File: src/rtl/fifo_sync_ctrl_if.sv
// rtl/fifo_sync_ctrl_if.sv - request/response bundle for the fifo_sync_ctrl FIFO
interface fifo_sync_ctrl_if #(
    parameter int SIZE_DATA  = 8,
    parameter int SIZE_DEPTH = 16
);
    localparam int SIZE_ADDR = $clog2(SIZE_DEPTH);

    logic                 i_flush;
    logic                 i_wr_en;
    logic [SIZE_DATA-1:0] i_data;
    logic                 i_rd_en;
    logic                 i_err_clr;
    logic [SIZE_DATA-1:0] o_data;
    logic                 o_valid;
    logic [SIZE_ADDR:0]   o_count;
    logic                 o_fifo_full;
    logic                 o_fifo_empty;
    logic                 o_almost_full;
    logic                 o_almost_empty;
    logic                 o_error_overrun;
    logic                 o_error_underrun;

    modport master (
        output i_flush, i_wr_en, i_data, i_rd_en, i_err_clr,
        input  o_data, o_valid, o_count, o_fifo_full, o_fifo_empty,
               o_almost_full, o_almost_empty, o_error_overrun, o_error_underrun
    );

    modport slave (
        input  i_flush, i_wr_en, i_data, i_rd_en, i_err_clr,
        output o_data, o_valid, o_count, o_fifo_full, o_fifo_empty,
               o_almost_full, o_almost_empty, o_error_overrun, o_error_underrun
    );
endinterface

File: src/rtl/fifo_sync_ctrl.sv
// rtl/fifo_sync_ctrl.sv - single-clock FIFO with count, watermarks, flush, FWFT option
// Optional sticky overrun/underrun flags are built only when FIFO_ERR_FLAGS_EN is defined.
module fifo_sync_ctrl #(
    parameter int SIZE_DATA  = 8,
    parameter int SIZE_DEPTH = 16,
    parameter int FWFT       = 0,
    parameter int AFULL_LVL  = SIZE_DEPTH - 2,
    parameter int AEMPTY_LVL = 2
) (
    input  logic             i_clk,
    input  logic             i_rst_n,
    fifo_sync_ctrl_if.slave  bus
);
    localparam int SIZE_ADDR = $clog2(SIZE_DEPTH);
    localparam logic [SIZE_ADDR:0] CNT_ONE    = (SIZE_ADDR+1)'(1);
    localparam logic [SIZE_ADDR:0] CNT_FULL   = (SIZE_ADDR+1)'(SIZE_DEPTH);
    localparam logic [SIZE_ADDR:0] CNT_AFULL  = (SIZE_ADDR+1)'(AFULL_LVL);
    localparam logic [SIZE_ADDR:0] CNT_AEMPTY = (SIZE_ADDR+1)'(AEMPTY_LVL);

    logic [SIZE_DATA-1:0] mem_q [SIZE_DEPTH];
    logic [SIZE_ADDR:0]   wr_ptr_q, wr_ptr_d;
    logic [SIZE_ADDR:0]   rd_ptr_q, rd_ptr_d;
    logic [SIZE_ADDR:0]   count_q, count_d;
    logic                 full, empty, wr_acc, rd_acc;
    logic [SIZE_DATA-1:0] head;

    always_comb begin
        full     = (count_q == CNT_FULL);
        empty    = (count_q == '0);
        wr_acc   = bus.i_wr_en & ~full & ~bus.i_flush;
        rd_acc   = bus.i_rd_en & ~empty & ~bus.i_flush;
        wr_ptr_d = wr_ptr_q;
        rd_ptr_d = rd_ptr_q;
        count_d  = count_q;
        if (bus.i_flush) begin
            wr_ptr_d = '0;
            rd_ptr_d = '0;
            count_d  = '0;
        end else begin
            if (wr_acc) wr_ptr_d = wr_ptr_q + CNT_ONE;
            if (rd_acc) rd_ptr_d = rd_ptr_q + CNT_ONE;
            case ({wr_acc, rd_acc})
                2'b10:   count_d = count_q + CNT_ONE;
                2'b01:   count_d = count_q - CNT_ONE;
                default: count_d = count_q;
            endcase
        end
    end

    always_ff @(posedge i_clk or negedge i_rst_n) begin
        if (!i_rst_n) begin
            wr_ptr_q <= '0;
            rd_ptr_q <= '0;
            count_q  <= '0;
        end else begin
            wr_ptr_q <= wr_ptr_d;
            rd_ptr_q <= rd_ptr_d;
            count_q  <= count_d;
        end
    end

    // Storage is deliberately left unreset so it maps onto plain RAM.
    always_ff @(posedge i_clk) begin
        if (wr_acc) mem_q[wr_ptr_q[SIZE_ADDR-1:0]] <= bus.i_data;
    end

    assign head               = mem_q[rd_ptr_q[SIZE_ADDR-1:0]];
    assign bus.o_count        = count_q;
    assign bus.o_fifo_full    = full;
    assign bus.o_fifo_empty   = empty;
    assign bus.o_almost_full  = (count_q >= CNT_AFULL);
    assign bus.o_almost_empty = (count_q <= CNT_AEMPTY);

    generate
        if (FWFT != 0) begin : g_fwft
            assign bus.o_data  = head;
            assign bus.o_valid = ~empty;
        end else begin : g_reg
            logic [SIZE_DATA-1:0] data_q, data_d;
            logic                 valid_q, valid_d;

            // A flush blocks rd_acc, so o_data simply holds across it.
            always_comb begin
                data_d  = data_q;
                valid_d = rd_acc;
                if (rd_acc) data_d = head;
            end

            always_ff @(posedge i_clk or negedge i_rst_n) begin
                if (!i_rst_n) begin
                    data_q  <= '0;
                    valid_q <= 1'b0;
                end else begin
                    data_q  <= data_d;
                    valid_q <= valid_d;
                end
            end

            assign bus.o_data  = data_q;
            assign bus.o_valid = valid_q;
        end
    endgenerate

`ifdef FIFO_ERR_FLAGS_EN
    logic ovr_q, ovr_d, udr_q, udr_d;

    // Set takes precedence over a same-cycle clear.
    always_comb begin
        ovr_d = (bus.i_wr_en & full  & ~bus.i_flush) | (ovr_q & ~bus.i_err_clr);
        udr_d = (bus.i_rd_en & empty & ~bus.i_flush) | (udr_q & ~bus.i_err_clr);
    end

    always_ff @(posedge i_clk or negedge i_rst_n) begin
        if (!i_rst_n) begin
            ovr_q <= 1'b0;
            udr_q <= 1'b0;
        end else begin
            ovr_q <= ovr_d;
            udr_q <= udr_d;
        end
    end

    assign bus.o_error_overrun  = ovr_q;
    assign bus.o_error_underrun = udr_q;
`else
    assign bus.o_error_overrun  = 1'b0;
    assign bus.o_error_underrun = 1'b0;
`endif
endmodule

File: src/flat_wrapper.sv
// flat-port wrapper written by rule: the top's interface ports become plain ports
module fifo_sync_ctrl_flat 
#(
    parameter int SIZE_DATA  = 8,
    parameter int SIZE_DEPTH = 16,
    parameter int FWFT       = 0,
    parameter int AFULL_LVL  = SIZE_DEPTH - 2,
    parameter int AEMPTY_LVL = 2
)
  (i_clk, i_rst_n, bus_i_flush, bus_i_wr_en, bus_i_data, bus_i_rd_en, bus_i_err_clr, bus_o_data, bus_o_valid, bus_o_count, bus_o_fifo_full, bus_o_fifo_empty, bus_o_almost_full, bus_o_almost_empty, bus_o_error_overrun, bus_o_error_underrun);
  fifo_sync_ctrl_if #(.SIZE_DATA(SIZE_DATA), .SIZE_DEPTH(SIZE_DEPTH)) bus_i ();
  input  logic i_clk;
  input  logic i_rst_n;
  input wire logic [$bits(bus_i.i_flush)-1:0] bus_i_flush;
  input wire logic [$bits(bus_i.i_wr_en)-1:0] bus_i_wr_en;
  input wire logic [$bits(bus_i.i_data)-1:0] bus_i_data;
  input wire logic [$bits(bus_i.i_rd_en)-1:0] bus_i_rd_en;
  input wire logic [$bits(bus_i.i_err_clr)-1:0] bus_i_err_clr;
  output wire logic [$bits(bus_i.o_data)-1:0] bus_o_data;
  output wire logic [$bits(bus_i.o_valid)-1:0] bus_o_valid;
  output wire logic [$bits(bus_i.o_count)-1:0] bus_o_count;
  output wire logic [$bits(bus_i.o_fifo_full)-1:0] bus_o_fifo_full;
  output wire logic [$bits(bus_i.o_fifo_empty)-1:0] bus_o_fifo_empty;
  output wire logic [$bits(bus_i.o_almost_full)-1:0] bus_o_almost_full;
  output wire logic [$bits(bus_i.o_almost_empty)-1:0] bus_o_almost_empty;
  output wire logic [$bits(bus_i.o_error_overrun)-1:0] bus_o_error_overrun;
  output wire logic [$bits(bus_i.o_error_underrun)-1:0] bus_o_error_underrun;
  assign bus_i.i_flush = bus_i_flush;
  assign bus_i.i_wr_en = bus_i_wr_en;
  assign bus_i.i_data = bus_i_data;
  assign bus_i.i_rd_en = bus_i_rd_en;
  assign bus_i.i_err_clr = bus_i_err_clr;
  assign bus_o_data = bus_i.o_data;
  assign bus_o_valid = bus_i.o_valid;
  assign bus_o_count = bus_i.o_count;
  assign bus_o_fifo_full = bus_i.o_fifo_full;
  assign bus_o_fifo_empty = bus_i.o_fifo_empty;
  assign bus_o_almost_full = bus_i.o_almost_full;
  assign bus_o_almost_empty = bus_i.o_almost_empty;
  assign bus_o_error_overrun = bus_i.o_error_overrun;
  assign bus_o_error_underrun = bus_i.o_error_underrun;
  fifo_sync_ctrl #(.SIZE_DATA(SIZE_DATA), .SIZE_DEPTH(SIZE_DEPTH), .FWFT(FWFT), .AFULL_LVL(AFULL_LVL), .AEMPTY_LVL(AEMPTY_LVL)) u_core (.i_clk(i_clk), .i_rst_n(i_rst_n), .bus(bus_i));
endmodule
File: config.mk
export PLATFORM = sky130hd
export DESIGN_NAME = fifo_sync_ctrl_flat
export DESIGN_NICKNAME = d
export VERILOG_FILES = /design/src/rtl/fifo_sync_ctrl_if.sv /design/src/rtl/fifo_sync_ctrl.sv /design/src/flat_wrapper.sv
export SDC_FILE = /design/constraint.sdc
export NUM_CORES = 1
export LEC_CHECK = 0
export ABC_AREA = 1
export CORE_MARGIN = 2
export CORE_UTILIZATION = 50
export DETAILED_ROUTE_END_ITERATION = 8
export PLACE_DENSITY = 0.8
export SLEW_MARGIN = 20
export SYNTH_ARGS = -nofsm -noshare
export SYNTH_HDL_FRONTEND = slang
export SYNTH_SLANG_ARGS = --single-unit
File: constraint.sdc
create_clock -name i_clk -period 4.1 [get_ports i_clk]
set_input_delay 0.41 -clock i_clk [delete_from_list [all_inputs] [get_ports i_clk]]
set_output_delay 0.41 -clock i_clk [all_outputs]
set_load 0.01 [all_outputs]
==> results.txt, run 1 <==
DIE AREA -> 14000 um^2
height of the die -> 118 um
Worst Skew -> 7.72 ps
RSZ-0062 raised after global routing -> no
MaxCap Viol Count -> 0
io pins -> 34
min cycle time layout -> 2360 ps
root buffer selected by CTS -> clkbuf_16
Post-synth EDFFs -> 128
CTS Buf Count -> 17
leakage power -> 2.79 nW
Clock Path Buffers -> 2
drt first pass iters -> 5
hold slack -> 486 ps
Worst Hold Depth -> 2
drt drc -> 0
CTS tree -> built
Tcrit/Tclk final -> 57.6%
post-route cell area -> 7520 um^2
DRT antenna net count -> 0
syn avg cell area -> 11.1 um^2
vias in the first global route -> 4286
Worst R2R Start -> u_core.rd_ptr_q[2]
pin count of the biggest net entering global routing -> 67
setup tns final -> 0 ps
clk slew on worst S/H paths -> 60 ps
Reg2Reg Depth -> 6
FMAX -> 423 MHz
Slew @ Worst Pin -> 1040 ps
top post-synthesis cells by area -> edfxtp_1 (59%), dfrtp_1 (8.5%), nand2_1 (7.2%), nor2_1 (6.2%), nand3_1 (4.1%)
dominant cell type by area after synthesis -> edfxtp_1
synthesized area -> 6510 um^2
Post-Route WL -> 13.8 mm
share of layout cells above drive strength 1 -> 10.7%
Syn. warnings -> 0
core area -> 12700 um^2
die width -> 118 um
CP cell instances -> clkinv_1 -> nand3_1 -> nand3_1 -> nand2_1 -> nand2_1 -> nand2_1
Area growth, synth to finish -> 15.4%
maximum VDD drop -> 334 uV
Crit-path slowest cell -> dfrtp_1
DRT iter0 DRCs -> 535
Reg2Reg Setup Slack -> 1740 ps
required time worst endpoint -> 4460 ps
NumNets Final -> 638
vias per cell -> 5.50
Worst Path Max Fanout -> 18
initial antenna violation count -> 0
Hold Path Class -> flip-flop to flip-flop
sequential area share after synthesis -> 67.5%
row count -> 41
first-pass GRT wire length -> 21.9 mm
Critical path buffers and inverters -> 1
final setup violating endpoints -> 0
top post-synthesis cells by count -> edfxtp_1 (128), nand2_1 (125), nor2_1 (107)
total setup buffers inserted after CTS -> 0
cell area after placement -> 6870 um^2
IO Port Bufs -> 30
most frequent cell after synthesis -> edfxtp_1
Startpoint Class -> flip-flop
Post-DP HPWL -> 8.66 mm
Critical Path Max Stage Delay -> 820 ps
Critical Path End Type -> flip-flop
clock sink total -> 150
Routed wire per std cell -> 17.3 um
Hold Fails Final Rpt -> 0
routability cong. -> 0.878
CP Class -> flip-flop to flip-flop
Async SR Flop Fraction -> 14.7%
most frequent CP cell -> nand2_1
final core occ -> 59.3%
PwrDens -> 610 nW/um^2
Cell variety after synth -> 32
Post-Syn Instances -> 589
grt total ovfl -> 0
Main synth FF type -> edfxtp_1
arrival time worst endpoint -> 2720 ps
GR Util All Layers -> 20.7%
latest clock arrival within the worst-skew pair -> 420 ps
H-tree levels -> 4
R2R Path End -> u_core.bus.o_data[6]
outcome -> completed
number of diodes -> 0
crit-path leading delay family -> flip-flops
number of synthesized register bits -> 150
Via Count -> 4396
hold_sp -> u_core.bus.o_data[5]
Hold Path End -> u_core.bus.o_data[5]
slew margin rel. -> 30.4%
Yosys top cell area share -> 59.0%
Starting Density -> 51.4%
Slew Viols, Final -> 0
[metrics by stage]
| step | total power (W) | setup slack, ps | instances |
|---|---|---|---|
| final | 0.00459 | 1740 | 800 |
| after detailed placement | 0.00304 | 1310 | 767 |
| after floorplan | 0.00269 | 2070 | 590 |
| after global routing | 0.00480 | 1600 | 800 |
| after global placement | 0.00300 | 1420 | 767 |
| after CTS | 0.00460 | 1750 | 799 |
[metal layers]
layer	track usage [%]	share of wire, %	vias to the layer above
met4	9.56	3.3	0
met2	35.8	52	200
li1	-	-	2060
met1	25.5	38	2094
met5	0	0	-
met3	3.47	6.4	42
[how the worst max path moves through the flow]
stage,startpoint,end,slack [ps],cells past startpoint
detailed placement,bus_i_flush,u_core.mem_q[13][4],1310,4
global placement,bus_i_flush,u_core.mem_q[11][0],1420,4
global route,bus_i_flush,u_core.mem_q[14][7],1600,6
CTS,bus_i_flush,u_core.mem_q[13][2],1750,4
finish,u_core.rd_ptr_q[2],u_core.bus.o_data[6],1740,6
floorplan,u_core.bus.o_count[3],u_core.bus.o_count[4],2070,14
[cell type report]
type                            count  area (um^2)
Fill cell                         949         5150
Sequential cell                   150         4400
Multi-Input combinational cell    391         1890
Clock buffer                       18          429
Timing Repair Buffer               34          328
Tap cell                          172          215
Clock inverter                     14          176
Inverter                           21         81.3
[sequential cells by signal (all words and copies together), names as in the netlist]
name,cells
u_core.bus.o_count,5
u_core.rd_ptr_q,4
u_core.mem_q,128
u_core.bus.o_data,8
u_core.wr_ptr_q,4
u_core.bus.o_valid,1
[repair_timing]
action / 4_1_cts / 5_1_grt
endpoints found under the hold margin: 0 / 15
hold buffers: 0 / 1
gates resized for setup: 0 / 0
[power breakdown]
group	switching, W	internal, W	total, W
clock network	0.000597	0.000962	0.00156
registers	0.0000952	0.00174	0.00184
logic	0.000754	0.000440	0.00119
[kinds of logic (layout without fill, tap and decap cells)]
family	after synthesis	count (layout)	synth area share, %
buffers and inverters	49	87	4.05
AOI/OAI and AO/OA	66	66	5.30
and+or+nand+nor	312	312	21.0
other	1	2	0.0576
DFF	150	150	67.5
adders and majority gates	9	9	1.84
xor gates and xnor gates	2	2	0.269
[cells in the final DEF (no fill, tap or decap), types with 3 or more instances in the layout]
cell type | netlist | routed
nand3_4 | 3 | 3
nand3_1 | 54 | 54
clkbuf_16 | 0 | 17
nand2_2 | 4 | 4
o21ai_1 | 27 | 27
nor3_1 | 10 | 3
dfrtp_1 | 22 | 21
clkinv_4 | 0 | 4
nor3_2 | 0 | 7
a21oi_1 | 6 | 6
ha_1 | 8 | 8
clkinvlp_4 | 0 | 3
o21ai_0 | 29 | 29
inv_1 | 13 | 13
nand2_4 | 3 | 3
clkinv_1 | 2 | 3
buf_4 | 8 | 3
edfxtp_1 | 128 | 128
inv_2 | 5 | 5
clkdlybuf4s50_1 | 0 | 29
o21ai_2 | 4 | 4
nand2_1 | 125 | 125
bufinv_16 | 0 | 3
nor2_1 | 107 | 107
[worst min-delay path, stage by stage, from the launching register on]
cell,delay [ps]
dfrtp_1,340
nand2_1,60
nand2_1,60
Note: power is estimated with default switching activity, not from simulation.
==> run 2, diff against run 1 <==
clock period = 2.4 ns   (was 4.1 ns; I/O delays follow)
==> results.txt, run 2 (synthesis gave the netlist of run 1 again) <==
outcome -> completed
Reg2Reg Depth -> 14
core area -> 12700 um^2
die width -> 118 um
Critical path buffers and inverters -> 2
height of the die -> 118 um
Crit-path slowest cell -> dfrtp_1
arrival time worst endpoint -> 2510 ps
first-pass GRT wire length -> 22.2 mm
crit path launch -> u_core.bus.o_count[3]
clk slew on worst S/H paths -> 60 ps
final core occ -> 60.7%
leakage power -> 2.92 nW
Slew @ Worst Pin -> 699 ps
NumNets Final -> 663
PwrDens -> 1040 nW/um^2
min cycle time layout -> 2200 ps
IO Port Bufs -> 30
vias per cell -> 5.44
required time worst endpoint -> 2710 ps
io pins -> 34
Reg2Reg Setup Slack -> 200 ps
initial antenna violation count -> 0
Critical Path End Type -> flip-flop
Via Count -> 4491
CP cell instances -> nor2_4 -> nand3_2 -> nand2_2 -> inv_2 -> nor2_4 -> ha_1 -> a21oi_1 -> nand3_1 -> nand2_1 -> inv_1 -> nand2_1 -> nand2_1 -> nand2_1 -> nand2_1
Critical Path Max Stage Delay -> 460 ps
MaxCap Viol Count -> 0
DRT antenna net count -> 0
Worst Skew -> 4.28 ps
Area growth, synth to finish -> 18.1%
Worst R2R Start -> u_core.bus.o_count[3]
Tcrit/Tclk final -> 91.6%
latest clock arrival within the worst-skew pair -> 420 ps
DRT iter0 DRCs -> 439
Clock Path Buffers -> 2
DIE AREA -> 14000 um^2
routability cong. -> 0.834
maximum VDD drop -> 583 uV
Startpoint Class -> flip-flop
Worst Path Max Fanout -> 5
most frequent cells in the layout -> edfxtp_1 (128), nand2_1 (125), nor2_1 (107), nand3_1 (54), clkdlybuf4s50_1 (30)
Post-DP HPWL -> 8.75 mm
CTS Buf Count -> 17
clock sink total -> 150
pin count of the biggest net entering global routing -> 67
vias in the first global route -> 4308
most frequent CP cell -> nand2_1
slew margin rel. -> 53.2%
crit-path leading delay family -> simple AND/OR/NAND/NOR gates
number of diodes -> 0
Starting Density -> 51.4%
most common cell after layout, fill and taps aside -> edfxtp_1
H-tree levels -> 4
Hold Path Class -> input port to asynchronous set/reset pin
root buffer selected by CTS -> clkbuf_16
R2R Path End -> u_core.bus.o_count[4]
setup tns final -> 0 ps
drt drc -> 0
grt total ovfl -> 0
max reg flops -> 128
Routed wire per std cell -> 17.2 um
Hold Fails Final Rpt -> 0
GR Util All Layers -> 21.0%
RSZ-0062 raised after global routing -> no
drt first pass iters -> 6
CP Class -> flip-flop to flip-flop
share of layout cells above drive strength 1 -> 13.0%
final setup violating endpoints -> 0
CTS tree -> built
FMAX -> 455 MHz
Post-Route WL -> 14.2 mm
row count -> 41
Slew Viols, Final -> 0
[run 2: cell count changes in the layout (fill, tap and decap cells not counted), sizes merged]
cell	previous run	this run
clkinvlp	3	5
buf	4	29
dlygate4sd3	1	0
inv	21	22
clkinv	8	5
clkdlybuf4s50	29	30
[run 2: worst max-delay path by stage]
stage,endpoint,slack [ps],cells past startpoint
5_1_grt,u_core.bus.o_count[4],10,14
6_report,u_core.bus.o_count[4],200,14
3_5_place_dp,u_core.bus.o_count[4],130,14
4_1_cts,u_core.bus.o_count[4],160,14
3_3_place_gp,u_core.bus.o_count[4],160,14
2_1_floorplan,u_core.bus.o_count[4],370,14
[run 2: area by class of cell]
type                       count  area (um^2)
clock buffer                  18          429
clock inverter                14          175
fill                         922         4980
inverter                      21         81.3
multi-input combinational    391         1860
sequential                   150         4400
tap                          172          215
timing repair buffer          59          531
[run 2: what timing repair did]
action                                 4_1_cts  5_1_grt
endpoints found under the hold margin        0        0
setup endpoints to repair                    0        1
resized for setup                            0        1
hold buffers                                 0        0
setup buffers                                0        0
[run 2: where the power goes]
group | internal, W | total [W] | switching [W]
clock network | 0.00164 | 0.00268 | 0.00104
registers | 0.00298 | 0.00311 | 0.000132
logic | 0.000826 | 0.00219 | 0.00136
total | 0.00544 | 0.00797 | 0.00253
[run 2: worst register-to-register path, cell delays in order (launching register included)]
cell and delay, ps:
dfrtp_1 460, nor2_4 200, nand3_2 160, nand2_2 130, inv_2 70, nor2_4 150
ha_1 290, a21oi_1 210, nand3_1 90, nand2_1 90, inv_1 40, nand2_1 60
nand2_1 50, nand2_1 60, nand2_1 40
[run 2: layer usage]
metal | GRT usage [%] | vias up | share of wire, %
met5 | 0 | - | 0
met4 | 10.3 | 0 | 2.5
met3 | 3.86 | 31 | 5.7
met2 | 35.0 | 189 | 52
met1 | 26.4 | 2163 | 40
li1 | - | 2108 | -
[run 2: per-stage QoR]
stage | cell area [um^2] | instances | power, W | hold WS (ps) | worst slack (ps)
2_1_floorplan | 6520 | 590 | 0.00460 | -55.6 | 373
3_3_place_gp | 7080 | 793 | 0.00521 | 468 | 161
3_5_place_dp | 7080 | 793 | 0.00529 | 472 | 126
4_1_cts | 7690 | 825 | 0.00797 | 177 | 157
5_1_grt | 7690 | 825 | 0.00832 | 194 | 11.2
6_report | 7690 | 825 | 0.00797 | 175 | 203
==> run 3, diff against run 2 <==
CORE_MARGIN = 1.5   (was 2)
==> results.txt, run 3 (synthesis gave the netlist of run 1 again) <==
outcome -> completed
die width -> 117 um
Hold Path Class -> input port to asynchronous set/reset pin
Routed wire per std cell -> 18.2 um
Worst Path Max Fanout -> 5
grt total ovfl -> 0
maximum VDD drop -> 608 uV
PwrDens -> 1070 nW/um^2
GR Util All Layers -> 23.5%
Post-DP HPWL -> 9.05 mm
DIE AREA -> 13700 um^2
DRT iter0 DRCs -> 417
clk slew on worst S/H paths -> 60 ps
pin count of the biggest net entering global routing -> 65
MaxCap Viol Count -> 0
Worst Skew -> 6.93 ps
Reg2Reg Depth -> 14
arrival time worst endpoint -> 2490 ps
first-pass GRT wire length -> 23.1 mm
leakage power -> 2.95 nW
Post-Route WL -> 15.0 mm
required time worst endpoint -> 2710 ps
Starting Density -> 51.4%
Clock Path Buffers -> 2
DRT antenna net count -> 0
core area -> 12700 um^2
root buffer selected by CTS -> clkbuf_16
height of the die -> 117 um
Slew @ Worst Pin -> 678 ps
max reg flops -> 128
final cell count without fillers -> 824
number of fillers in the final layout -> 919
Via Count -> 4564
most common cell after layout, fill and taps aside -> edfxtp_1
initial antenna violation count -> 0
total setup buffers inserted after CTS -> 0
Worst R2R Start -> u_core.bus.o_count[3]
FMAX -> 459 MHz
row count -> 41
Startpoint Class -> flip-flop
post-cts repair resize count -> 0
most frequent cells in the layout -> edfxtp_1 (128), nand2_1 (125), nor2_1 (107), nand3_1 (54), clkdlybuf4s50_1 (30)
NumNets Final -> 663
Slew Viols, Final -> 0
Area growth, synth to finish -> 18.9%
drt drc -> 0
most frequent CP cell -> nand2_1
final setup violating endpoints -> 0
H-tree levels -> 4
RSZ-0062 raised after global routing -> no
latest clock arrival within the worst-skew pair -> 420 ps
drt first pass iters -> 7
Critical Path End Type -> flip-flop
Reg2Reg Setup Slack -> 220 ps
number of diodes -> 0
placed insts -> 793
Tcrit/Tclk final -> 90.8%
Hold Fails Final Rpt -> 0
clock sink total -> 150
routability cong. -> 0.857
Critical Path Max Stage Delay -> 450 ps
R2R Path End -> u_core.bus.o_count[4]
CTS Buf Count -> 17
vias per cell -> 5.54
vias in the first global route -> 4469
io pins -> 34
IO Port Bufs -> 30
Crit-path slowest cell -> dfrtp_1
CP cell instances -> nor2_4 -> nand3_2 -> nand2_2 -> inv_2 -> nor2_4 -> ha_1 -> a21oi_1 -> nand2_1 -> nand2_1 -> nand2_1 -> nand2_1 -> nand2_1 -> nand2_1 -> nand2_1
CTS tree -> built
CP Class -> flip-flop to flip-flop
Power Total -> 0.00827 W
min cycle time layout -> 2180 ps
slew margin rel. -> 54.7%
setup tns final -> 0 ps
share of layout cells above drive strength 1 -> 13.0%
hold buffers post-CTS -> 0
run 3: how the worst max path moves through the flow:
stage | startpoint | to | slack [ps] | depth (start not counted)
2_1_floorplan | u_core.bus.o_count[3] | u_core.bus.o_count[4] | 370 | 14
3_3_place_gp | bus_i_rd_en | u_core.bus.o_count[4] | 160 | 14
3_5_place_dp | bus_i_rd_en | u_core.bus.o_count[4] | 130 | 14
4_1_cts | u_core.bus.o_count[1] | u_core.bus.o_count[4] | 160 | 15
5_1_grt | u_core.bus.o_count[3] | u_core.bus.o_count[4] | 70 | 15
6_report | u_core.bus.o_count[3] | u_core.bus.o_count[4] | 220 | 14
run 3: power by group:
group          internal [W]  total [W]  leakage, nW  switching [W]
registers           0.00298    0.00314         1.44       0.000166
logic              0.000823    0.00217         1.20        0.00135
clock network       0.00194    0.00295        0.310        0.00101
run 3: final cells by class:
cell class | count | area, um^2 | area share, %
clock buffers | 18 | 429 | 5.54
clock inverters | 13 | 229 | 2.96
inverters | 21 | 81.3 | 1.05
multi-input cells | 391 | 1860 | 24.1
flip-flops and latches | 150 | 4400 | 56.8
well taps | 172 | 215 | 2.78
repair buffers | 59 | 531 | 6.85
run 3: routing by layer:
| metal | vias up | track usage, % | share of wire (%) |
|---|---|---|---|
| met4 | 0 | 11.2 | 3.4 |
| met2 | 232 | 40.7 | 52 |
| met5 | - | 0 | 0 |
| met1 | 2184 | 28.3 | 37 |
| li1 | 2108 | - | - |
| met3 | 40 | 4.69 | 7.8 |
run 3: through the flow:
step / area, um^2 / setup slack, ps / hold WS, ps / util [%]
2_1_floorplan: 6520 / 373 / -55.6 / -
3_3_place_gp: 7080 / 158 / 469 / 55.9
3_5_place_dp: 7080 / 127 / 473 / 55.9
4_1_cts: 7740 / 159 / 193 / 61.1
5_1_grt: 7750 / 69.1 / 206 / 61.1
6_report: 7750 / 222 / 194 / 61.1
run 3: worst max-delay path: cells and delay by family (launching register included):
family / cells / cell delay (ps)
AOI/OAI and AO/OA: 1 / 210
adders and majority gates: 1 / 290
buffers and inverters: 1 / 60
DFF: 1 / 450
and+or+nand+nor: 11 / 1060
